==> src/rtl/simd_writeback_unit.sv <==
`default_nettype none
// ============================================================================
// Module   : simd_writeback_unit
// Purpose  : Aligns decoder result controls with PE-lane results and drives
//            the result-memory write port (vector or dot-product reduction).
// Options  : SIMD_WB_SAT_ACC_EN - signed saturating accumulator + acc_ovf
// Revision : 1.0 - initial release
// ============================================================================
module simd_writeback_unit #(
    parameter int ADDR_WIDTH = 10,
    parameter int DATA_WIDTH = 32,
    parameter int NUM_LANES  = 4,
    parameter int PE_LATENCY = 2
) (
    input  logic                            clk,
    input  logic                            rst,
    input  logic [ADDR_WIDTH-1:0]           r_addr,
    input  logic                            write_en,
    input  logic                            r_select,
    input  logic                            dot_prod_en,
    input  logic                            shift,
    input  logic [NUM_LANES*DATA_WIDTH-1:0] pe_result,
    output logic                            wr_en,
    output logic [ADDR_WIDTH-1:0]           wr_addr,
    output logic [NUM_LANES*DATA_WIDTH-1:0] wr_data,
    output logic [DATA_WIDTH-1:0]           acc_out,
    output logic                            wb_pending,
    output logic                            acc_ovf
);

    localparam int LANE_W = NUM_LANES * DATA_WIDTH;

    // Control delay line; the last stage lines up with the current pe_result.
    logic [ADDR_WIDTH-1:0] addr_pipe [PE_LATENCY];
    logic [PE_LATENCY-1:0] we_pipe;
    logic [PE_LATENCY-1:0] sel_pipe;
    logic [PE_LATENCY-1:0] dot_pipe;
    logic [PE_LATENCY-1:0] shift_pipe;

    always_ff @(posedge clk) begin
        if (rst) begin
            for (int k = 0; k < PE_LATENCY; k++) begin
                addr_pipe[k] <= '0;
            end
            we_pipe    <= '0;
            sel_pipe   <= '0;
            dot_pipe   <= '0;
            shift_pipe <= '0;
        end else begin
            addr_pipe[0]  <= r_addr;
            we_pipe[0]    <= write_en;
            sel_pipe[0]   <= r_select;
            dot_pipe[0]   <= dot_prod_en;
            shift_pipe[0] <= shift;
            for (int k = 1; k < PE_LATENCY; k++) begin
                addr_pipe[k]  <= addr_pipe[k-1];
                we_pipe[k]    <= we_pipe[k-1];
                sel_pipe[k]   <= sel_pipe[k-1];
                dot_pipe[k]   <= dot_pipe[k-1];
                shift_pipe[k] <= shift_pipe[k-1];
            end
        end
    end

    logic [ADDR_WIDTH-1:0] d_addr;
    logic                  d_write_en;
    logic                  d_r_select;
    logic                  d_dot_prod_en;
    logic                  d_shift;

    assign d_addr        = addr_pipe[PE_LATENCY-1];
    assign d_write_en    = we_pipe[PE_LATENCY-1];
    assign d_r_select    = sel_pipe[PE_LATENCY-1];
    assign d_dot_prod_en = dot_pipe[PE_LATENCY-1];
    assign d_shift       = shift_pipe[PE_LATENCY-1];

    logic [LANE_W-1:0] rotated;

    generate
        for (genvar i = 0; i < NUM_LANES; i++) begin : g_rot
            assign rotated[i*DATA_WIDTH +: DATA_WIDTH] =
                pe_result[((i + 1) % NUM_LANES)*DATA_WIDTH +: DATA_WIDTH];
        end
    endgenerate

    logic [DATA_WIDTH-1:0] acc;
    logic [DATA_WIDTH-1:0] acc_sum;
    logic [DATA_WIDTH-1:0] red_value;

`ifdef SIMD_WB_SAT_ACC_EN
    // Headroom for the full signed lane sum plus the accumulator.
    localparam int SUM_W = DATA_WIDTH + $clog2(NUM_LANES) + 1;
    localparam logic signed [SUM_W-1:0] SAT_MAX =
        {{(SUM_W-DATA_WIDTH+1){1'b0}}, {(DATA_WIDTH-1){1'b1}}};
    localparam logic signed [SUM_W-1:0] SAT_MIN =
        {{(SUM_W-DATA_WIDTH+1){1'b1}}, {(DATA_WIDTH-1){1'b0}}};

    logic signed [SUM_W-1:0] wide_lanes;
    logic signed [SUM_W-1:0] wide_total;
    logic [DATA_WIDTH-1:0]   lane_word;
    logic                    sat_hit;
    logic                    ovf_flag;

    always_comb begin
        wide_lanes = '0;
        lane_word  = '0;
        for (int i = 0; i < NUM_LANES; i++) begin
            lane_word  = pe_result[i*DATA_WIDTH +: DATA_WIDTH];
            wide_lanes = wide_lanes +
                {{(SUM_W-DATA_WIDTH){lane_word[DATA_WIDTH-1]}}, lane_word};
        end
        wide_total = {{(SUM_W-DATA_WIDTH){acc[DATA_WIDTH-1]}}, acc} + wide_lanes;
        sat_hit = 1'b0;
        acc_sum = wide_total[DATA_WIDTH-1:0];
        if (wide_total > SAT_MAX) begin
            acc_sum = SAT_MAX[DATA_WIDTH-1:0];
            sat_hit = 1'b1;
        end else if (wide_total < SAT_MIN) begin
            acc_sum = SAT_MIN[DATA_WIDTH-1:0];
            sat_hit = 1'b1;
        end
    end

    always_ff @(posedge clk) begin
        if (rst) begin
            ovf_flag <= 1'b0;
        end else if (d_dot_prod_en && sat_hit) begin
            ovf_flag <= 1'b1;
        end
    end

    assign acc_ovf = ovf_flag;
`else
    logic [DATA_WIDTH-1:0] lane_sum;

    always_comb begin
        lane_sum = '0;
        for (int i = 0; i < NUM_LANES; i++) begin
            lane_sum = lane_sum + pe_result[i*DATA_WIDTH +: DATA_WIDTH];
        end
        acc_sum = acc + lane_sum;
    end

    assign acc_ovf = 1'b0;
`endif

    assign red_value = d_dot_prod_en ? acc_sum : acc;

    // A reduction write consumes the accumulator, so it restarts from zero.
    always_ff @(posedge clk) begin
        if (rst) begin
            acc <= '0;
        end else if (d_write_en && d_r_select) begin
            acc <= '0;
        end else if (d_dot_prod_en) begin
            acc <= acc_sum;
        end
    end

    always_ff @(posedge clk) begin
        if (rst) begin
            wr_en   <= 1'b0;
            wr_addr <= '0;
            wr_data <= '0;
        end else begin
            wr_en <= d_write_en;
            if (d_write_en) begin
                wr_addr <= d_addr;
                if (d_r_select) begin
                    wr_data <= {{(LANE_W-DATA_WIDTH){1'b0}}, red_value};
                end else if (d_shift) begin
                    wr_data <= rotated;
                end else begin
                    wr_data <= pe_result;
                end
            end
        end
    end

    assign wb_pending = (|we_pipe) | wr_en;
    assign acc_out    = acc;

endmodule
`default_nettype wire

==> config.mk <==
export PLATFORM = sky130hd
export DESIGN_NAME = simd_writeback_unit
export DESIGN_NICKNAME = d
export VERILOG_FILES = /design/src/rtl/simd_writeback_unit.sv
export SDC_FILE = /design/constraint.sdc
export NUM_CORES = 1
export LEC_CHECK = 0
export CORE_MARGIN = 2
export CORE_UTILIZATION = 46
export CTS_BUF_LIST = sky130_fd_sc_hd__clkbuf_8 sky130_fd_sc_hd__clkbuf_16
export DETAILED_ROUTE_END_ITERATION = 16
export GPL_TIMING_DRIVEN = 0
export PLACE_DENSITY_LB_ADDON = 0.25
export SYNTH_ARGS = -nofsm -noshare
export SYNTH_HDL_FRONTEND = slang
export SYNTH_SLANG_ARGS = --single-unit
export TNS_END_PERCENT = 5
==> constraint.sdc <==
create_clock -name clk -period 4.1 [get_ports clk]
set_input_delay 0.41 -clock clk [delete_from_list [all_inputs] [get_ports clk]]
set_output_delay 0.41 -clock clk [all_outputs]
set_load 0.1 [all_outputs]
Word-level counts from Yosys, hierarchy flattened
Memories as Yosys holds them, arrays and structs flattened. A register that Yosys moved wholly into a read port is not among the register bits.
Cells that the tools add are included.
Widths: inputs -> output; s select.
{ "op_classes": {"add_sub_neg": 4, "mux": 8, "bitwise": 3, "n_reduce_logical": 3} }
{ "ops": {"columns": ["cell", "count"], "rows": [
  ["$mux 128", 2],
  ["$add 32x32->32", 4],
  ["$mux 32", 1],
  ["$mux 10", 2],
  ["$reduce_or 2->1", 2],
  ["$mux 1", 3],
  ["$or 1x1->1", 3],
  ["$logic_and 1x1->1", 1]
]} }
{ "totals": {"input_bits": 144, "memories": 1, "wordCells": 26, "output_inout_bits": 173, "ram_bits": 20, "register_bits": 169} }
{ "memory_table": {"columns": ["memory", "depth", "width", "read_ports", "rd_ports_with_merged_regs", "wr", "line", "source"], "rows": [
  ["addr_pipe", 2, 10, 2, 1, 2, "34", "logic [ADDR_WIDTH-1:0] addr_pipe [PE_LATENCY];"]
]} }

Logic depth before layout (Yosys ltp)
Gate-level depths: netlist (run 1).
{ "logic_depth": {"word_depth": 6, "depth_mapped": 17, "ltp_nobuf": 16} }

Worst setup path after synthesis (run 1)
No wires, ideal clock.
{ "synth_timing": {"kind": "input port to flip-flop", "startpoint": "input port pe_result[1]", "endpoint": "register wr_data[29]", "required_ns": 4.031, "path_slack_ns": -0.202, "stages": 16, "t_arrival_ns": 4.233, "setup_time_ns": 0.069, "path_cell_list": "inv_1 -> fa_1 -> fa_1 -> fa_1 -> inv_1 -> ha_1 -> inv_1 -> fa_1 -> and2b_1 -> o31ai_2 -> a211oi_4 -> o2111ai_1 -> a31o_2 -> or4_1 -> and3b_1 -> o21ai_1"} }
{ "synth_between": {"elab_chain_cells": 6} }
{ "synth_rtl": {"columns": ["element", "line", "source"], "rows": [
  ["start: declaration", "22", "input logic [NUM_LANES*DATA_WIDTH-1:0] pe_result,"],
  ["$add 32x32->32 (3 in a row)", "139", "lane_sum = lane_sum + pe_result[i*DATA_WIDTH +: DATA_WIDTH];"],
  ["$add 32x32->32", "141", "acc_sum = acc + lane_sum;"],
  ["$mux 32", null, null],
  ["$mux 128", "169", "if (d_r_select) begin"],
  ["end signal: assignment", "170", "wr_data <= {{(LANE_W-DATA_WIDTH){1'b0}}, red_value};"],
  ["end signal: assignment", "172", "wr_data <= rotated;"],
  ["end signal: assignment", "174", "wr_data <= pe_result;"],
  ["end: declaration", "25", "output logic [NUM_LANES*DATA_WIDTH-1:0] wr_data,"]
]} }
No other way between the ends.
A chain may end at the register's enable or synchronous reset.

Worst setup path after layout (run 1)
{ "layout_timing": {"startpoint": "input port pe_result[43]", "endpoint": "register wr_data[29]"} }
Same word-level chain as after synthesis.

==> metrics, run 1 <==
Synth Register Bits 199; number of port buffers 315; CP Max Fanout 4; Synth Flop Type dfxtp_1; Core ar. about 28000 µm²; vias per inst ~5.4; height of the die 171 µm; pin count of the biggest net entering global routing 22; Synth-to-Final Area Change 39.2%; max_cap viols 0; RR Startpoint acc_out[1]; most numerous cell on the critical path inv_1; post-DP HPWL around 39 mm; Worst-Margin Slew 1.13 ns; Post-Synthesis Cells 1577; worst min-delay path startpoint pe_result[33]; post-synth cell types 66; max-slew violations 0; WP buf/inv 5; Num CTS Buffers 17; Clock Latency Late Sink 0.46 ns; worst hold path class in -> reg; Worst-path clk slew 0.09 ns; final setup vio count 0; die area 29200 µm²; slew margin rel. 24.5%; CP endpoint kind flop; Post-synth EDFFs 0; Worst Skew 0.0202 ns; VDD IR max 0.500 mV; fillers 2455; post-route ant nets 0; CTS HTree Levels 4; clk buf depth 2; Pleak 7.51 nW; 1st-iter DRT viols 1086; Worst Hold Depth 5; slowest stage cell, crit path fa_1; reg2reg path depth 15; R2R Setup Slk 0.71 ns; mean area per synthesized cell 8.13 µm²; commonest non-fill, non-tap cells in the layout nor2_1, inv_1, clkdlybuf4s50_1; FMAX 244 MHz; Synthesis Warnings 0; final period utilization 99.9%; status completed; worst path required time 4.50 ns; Post-Route WL 50.2 mm; 1st-pass router iterations 5; Die X 171 µm; utilization after layout between 60% and 70%; Seq/Total Area, Yosys 31.1%; clock tree from TritonCTS built; hold-fix buffers at CTS 0; vias in the first global route 12900; vias 12800; commonest non-fill, non-tap cell in the layout nor2_1; sequential cell area 3980 µm²; Std-Cell Rows 61; GP Congestion between 0.9 and 1; CP cell instances dlygate4sd2_1, inv_1, fa_1, inv_1, fa_1, inv_1, fa_1, inv_1, ha_4, and3_4, nand2b_4, a211oi_4, o2111ai_2, a31o_4, or4_1, and3b_2, o21ai_2; arrival time of the worst setup path 4.50 ns; Crit Path Category in -> reg; multi-input logic area 8010 µm²; first-pass GRT wire length 73.4 mm; DR WL/cell 21.3 µm; Netlist Area Pre-Place 12800 µm²; grt total ovfl 0; Largest stage delay, worst path 0.51 ns; share of layout cells above drive strength 1 10.9%; hold path endpoint wr_data[33]; largest delay contributor family on the critical path adder cells; Synthesized Nets roughly 1800; # DRC 0; Final nets 2218; RSZ-0062 raised after global routing yes; final worst path period need approximately 4.1 ns; io pins approximately 320; Startpoint Class input pin; Async S/R FF share, synth 0%; # clock sinks 199; Min Hold Slack ~0.34 ns; Initial Util 46.4%; Power Density about 530 nW/µm²; GRT Overall Usage 34.0%; CTS root buf clkbuf_16; reg2reg end wr_data[21]; Fin. Hold Viols 0; initial antenna violation count 14
## cell type report
type	count	share of cell area, %
multi-input cells	1017	44.9
flip-flops and latches	199	22.3
repair buffers	355	18.9
inverters	279	5.92
well taps	378	2.65
clock buffers	17	2.38
plain buffers	81	1.82
clock inverters	15	1.02
diodes	12	0.168
## cell usage after synthesis, types with 3 or more instances
library cell	n	area, µm²
and2_1	4	25.0
a211oi_1	23	173
xnor2_1	18	158
a211o_1	3	26.3
clkinv_1	3	11.3
a31oi_1	6	37.5
or3_1	5	31.3
ha_1	32	400
fa_1	92	1840
a21o_1	7	52.6
clkbuf_1	61	229
o211ai_1	5	37.5
a21oi_1	154	771
nand2_1	60	225
a21boi_0	3	22.5
nor3b_1	6	45.0
and3_1	6	37.5
nand2b_1	8	50.1
mux2i_1	125	1250
nor2b_1	33	206
o21ai_0	47	235
inv_1	275	1030
dfxtp_1	199	3980
mux2_2	4	45.0
o211a_1	6	60.1
nor3_1	14	70.1
a22o_1	5	43.8
o21ai_1	8	40.0
xor2_1	4	35.0
o31a_1	3	26.3
nor2_1	275	1030
nand4_1	5	31.3
nand3_1	9	45.0
o22ai_1	5	31.3
o21a_1	8	60.1
buf_1	17	63.8
## worst min-delay path, delay by kind of cell
kind | cells | cell delay (ns)
buffers and inverters | 1 | 0.09
multiplexers | 1 | 0.06
AO/OA/AOI/OAI | 1 | 0.04
AND/OR/NAND/NOR | 2 | 0.15
## stage by stage
step | power [W] | std cells | setup TNS (ns) | instance area [µm²] | worst slack (ns)
floorplan | 0.00534 | 1577 | -0.471 | 12800 | -0.137
global placement | 0.00653 | 2270 | -38.46 | 16500 | -1.13
detailed placement | 0.00656 | 2270 | -39.39 | 16500 | -1.15
CTS | 0.00906 | 2334 | -0.0469 | 17600 | -0.0395
global route | 0.00990 | 2348 | -0.943 | 17800 | -0.104
finish | 0.00943 | 2353 | 0 | 17800 | 0.00311
## flip-flops by register name, indices dropped and copies added (netlist names)
register    flops
sel_pipe        2
addr_pipe      20
wr_data       128
shift_pipe      2
we_pipe         2
wr_en           1
wr_addr        10
acc_out        32
dot_pipe        2
## how the worst max path moves through the flow
stage                             start          end  slack (ns)  cells past startpoint
after floorplan           pe_result[65]  wr_data[29]       -0.14                     16
after global placement    pe_result[65]  wr_data[21]       -1.13                     17
after detailed placement  pe_result[65]  wr_data[31]       -1.15                     17
after CTS                 pe_result[65]  wr_data[29]       -0.04                     17
after global routing       pe_result[2]  wr_data[29]       -0.10                     17
final                     pe_result[43]  wr_data[29]       0.003                     17
## cells by family (layout without fill, tap and decap cells)
group           after synthesis  after routing  synth area share, %
buf+inv                     361            747                 10.7
xor+xnor                     22             22                 1.50
other cells                   1             13               0.0293
mux                         130            130                 10.2
simple gates                434            434                 14.6
flops                       199            199                 31.1
fa+ha+maj                   124            124                 17.5
compound gates              306            306                 14.5
## what timing repair did
| action | CTS | global route |
|---|---|---|
| setup endpoints to repair | 47 | 36 |
| pin swaps | 61 | 32 |
| gates resized for setup | 228 | 59 |
| setup buffers | 33 | 8 |
## per-layer routing
| metal | wire length [µm] | track usage [%] | up-vias | part of all wire (%) |
|---|---|---|---|---|
| li1 | - | - | 5818 | - |
| met1 | 19000 | 40.2 | 6121 | 38 |
| met2 | 24100 | 58.7 | 656 | 48 |
| met3 | 4400 | 7.19 | 155 | 8.8 |
| met4 | 2580 | 17.0 | 10 | 5.1 |
| met5 | 70 | 0 | - | 0.14 |
## where the power goes
group          internal (W)  total (W)  leakage, nW  switching, W
Clock              0.000827    0.00178        0.296      0.000949
Combinational       0.00223    0.00550         5.59       0.00327
Sequential          0.00205    0.00216         1.62      0.000108
Note: power is estimated with default switching activity, not from simulation.
==> run 2, diff against run 1 <==
==> constraint.sdc (replaced) <==
create_clock -name clk -period 3.5 [get_ports clk]
set_input_delay 0.35 -clock clk [delete_from_list [all_inputs] [get_ports clk]]
set_output_delay 0.35 -clock clk [all_outputs]
set_load 0.1 [all_outputs]
==> run 2 against run 1 <==
The run now ends with negative setup slack left; routed wire length is 0.14% higher; utilization is 0.53 points higher; sequential cell count unchanged; combinational power grew 21%; clock skew down 0.0052 ns; critical path type unchanged; critical endpoint unchanged.
==> metrics, run 2 (synthesis results as in run 1) <==
largest delay contributor family on the critical path adder cells; fillers 2475 (+0.81%); height of the die 171 µm (unchanged); post-DP HPWL 39.4 mm (+0.38%); status finished with violations; slowest stage cell, crit path fa_1; max reg flops 128 (unchanged); GP Congestion 0.975 (+2.2%); multi-input logic area 8150 µm² (+1.8%); vias per inst 5.40 (-0.37%); Worst-Margin Slew 1.09 ns (-0.0415 ns); CTS root buf clkbuf_16; number of port buffers 315 (unchanged); 1st-iter DRT viols 985 (-9.3%); first-pass GRT wire length 73.5 mm (+0.15%); Core ar. 27600 µm² (unchanged); final worst path period need 4.09 ns; slew margin rel. 27.1% (+2.5 points); Worst Skew 0.0150 ns (-0.00520 ns); Crit Path Category in -> reg; arrival time of the worst setup path 4.48 ns (-0.02 ns); sequential cell area 3980 µm² (unchanged); GRT Overall Usage 34.1% (+0.11 points); CTS HTree Levels 4 (unchanged); Final nets 2213 (-0.23%); Power Density 629 nW/µm² (+19%); Initial Util 46.4% (unchanged); hold-fix buffers at CTS 0 (unchanged); final period utilization 117%; max_cap viols 0 (unchanged); clk buf depth 2 (unchanged); failing checks negative setup slack; Reg with most FFs wr_data; CP Max Fanout 7 (+3); worst setup margin -0.590 ns (-0.593 ns); commonest non-fill, non-tap cell in the layout nor2_1; worst path required time 3.89 ns (-0.61 ns); DR WL/cell 21.5 µm (+0.61%); # clock sinks 199 (unchanged); Num CTS Buffers 17 (unchanged); grt total ovfl 0 (unchanged); most numerous cell on the critical path inv_1; Startpoint Class input pin; Std-Cell Rows 61 (unchanged); Clock Latency Late Sink 0.45 ns (about the same); Synth-to-Final Area Change 40.3%; Power, Total 0.0113 W (+20%); max-slew violations 0 (unchanged); 1st-pass router iterations 8 (+3); CP cell instances clkdlybuf4s15_2, inv_1, fa_1, inv_1, fa_1, inv_1, fa_1, inv_1, ha_4, and3_4, nand2b_4, a211oi_4, o2111ai_2, a31o_4, or4_1, and3b_2, o21ai_1; commonest non-fill, non-tap cells in the layout nor2_1, inv_1, clkdlybuf4s50_1; vias 12700 (-0.84%); post-route ant nets 0 (unchanged); initial antenna violation count 5 (-9); WP buf/inv 5 (unchanged); FMAX 244 MHz; final setup vio count 45 (+45); pin count of the biggest net entering global routing 23 (+4.5%); Die X 171 µm (unchanged); Fin. Hold Viols 0 (unchanged); clock tree from TritonCTS built; share of layout cells above drive strength 1 12.6% (+1.7 points); worst hold path class in -> reg; io pins 317 (unchanged); Pleak 7.51 nW (about the same); die area 29200 µm² (unchanged); vias in the first global route 12800 (-0.84%); Post-Route WL 50.3 mm (+0.14%); # DRC 0 (unchanged); utilization after layout 65.1% (+0.53 points); Worst-path clk slew 0.08 ns (about the same); RSZ-0062 raised after global routing yes; VDD IR max 0.407 mV (-18%); Largest stage delay, worst path 0.51 ns (about the same); CP endpoint kind flop
[run 2: cell count changes in the layout (fill, tap and decap cells not counted), moves of 5 or more]
cell             previous run  this run
clkdlybuf4s15_2             3         9
diode_2                    12         6
a21oi_1                   144       135
o21ai_0                    39        32
dlygate4sd2_1              44        39
a21oi_2                    10        18
[run 2: power by group]
group / leakage, nW / switching (W) / internal [W]
Sequential: 1.62 / 0.000119 / 0.00240
Combinational: 5.58 / 0.00393 / 0.00271
Clock: 0.311 / 0.00110 / 0.00106
[run 2: timing repair]
item,4_1_cts,5_1_grt
pin swaps,74,37
buffers inserted,34,3
gates resized for setup,288,50
endpoints found under the setup margin,59,50
hold endpoints to repair,0,0
[run 2: final cells by class]
cell class,instances,area share [%]
clock buffers,17,2.36
multi-input cells,1017,45.3
repair buffers,352,18.6
flip-flops and latches,199,22.1
inverters,279,5.90
diodes,6,0.0835
well taps,378,2.63
clock inverters,15,1.22
plain buffers,79,1.71
[run 2: per-layer routing]
layer	global-route usage, %	share of wire, %	vias up
met3	6.52	6.9	139
li1	-	-	5812
met2	60.5	49	561
met1	39.9	39	6141
met4	15.8	5.0	0
met5	0	0	-
[run 2: worst reg2reg max path: cells and delay by family (launching register included)]
family | cells | cell delay, ns
flops | 1 | 0.35
fa+ha+maj | 3 | 0.95
compound gates | 5 | 1.00
simple gates | 3 | 0.90
buf+inv | 3 | 0.19
[run 2: path summary, 6_finish.rpt]
path	startpoint	endpoint	slack (ns)	cells after the start
worst min-delay path	pe_result[67]	wr_data[35]	0.32	5
worst max-delay path	pe_result[43]	wr_data[29]	-0.59	17
worst min register to register	sel_pipe[0]	sel_pipe[1]	0.44	1
worst max register to register	acc_out[1]	wr_data[29]	0.08	14
[run 2: stage by stage]
stage	worst slack [ns]	TNS [ns]	hold slack, ns	cells	instance area [µm²]
global placement	-1.79	-74.51	0.416	2270	16500
floorplan	-0.652	-13.64	0.414	1577	12800
global route	-0.669	-19.41	0.344	2341	18000
CTS	-0.558	-12.51	0.323	2333	17900
finish	-0.590	-14.37	0.321	2342	18000
detailed placement	-1.75	-74.48	0.422	2270	16500
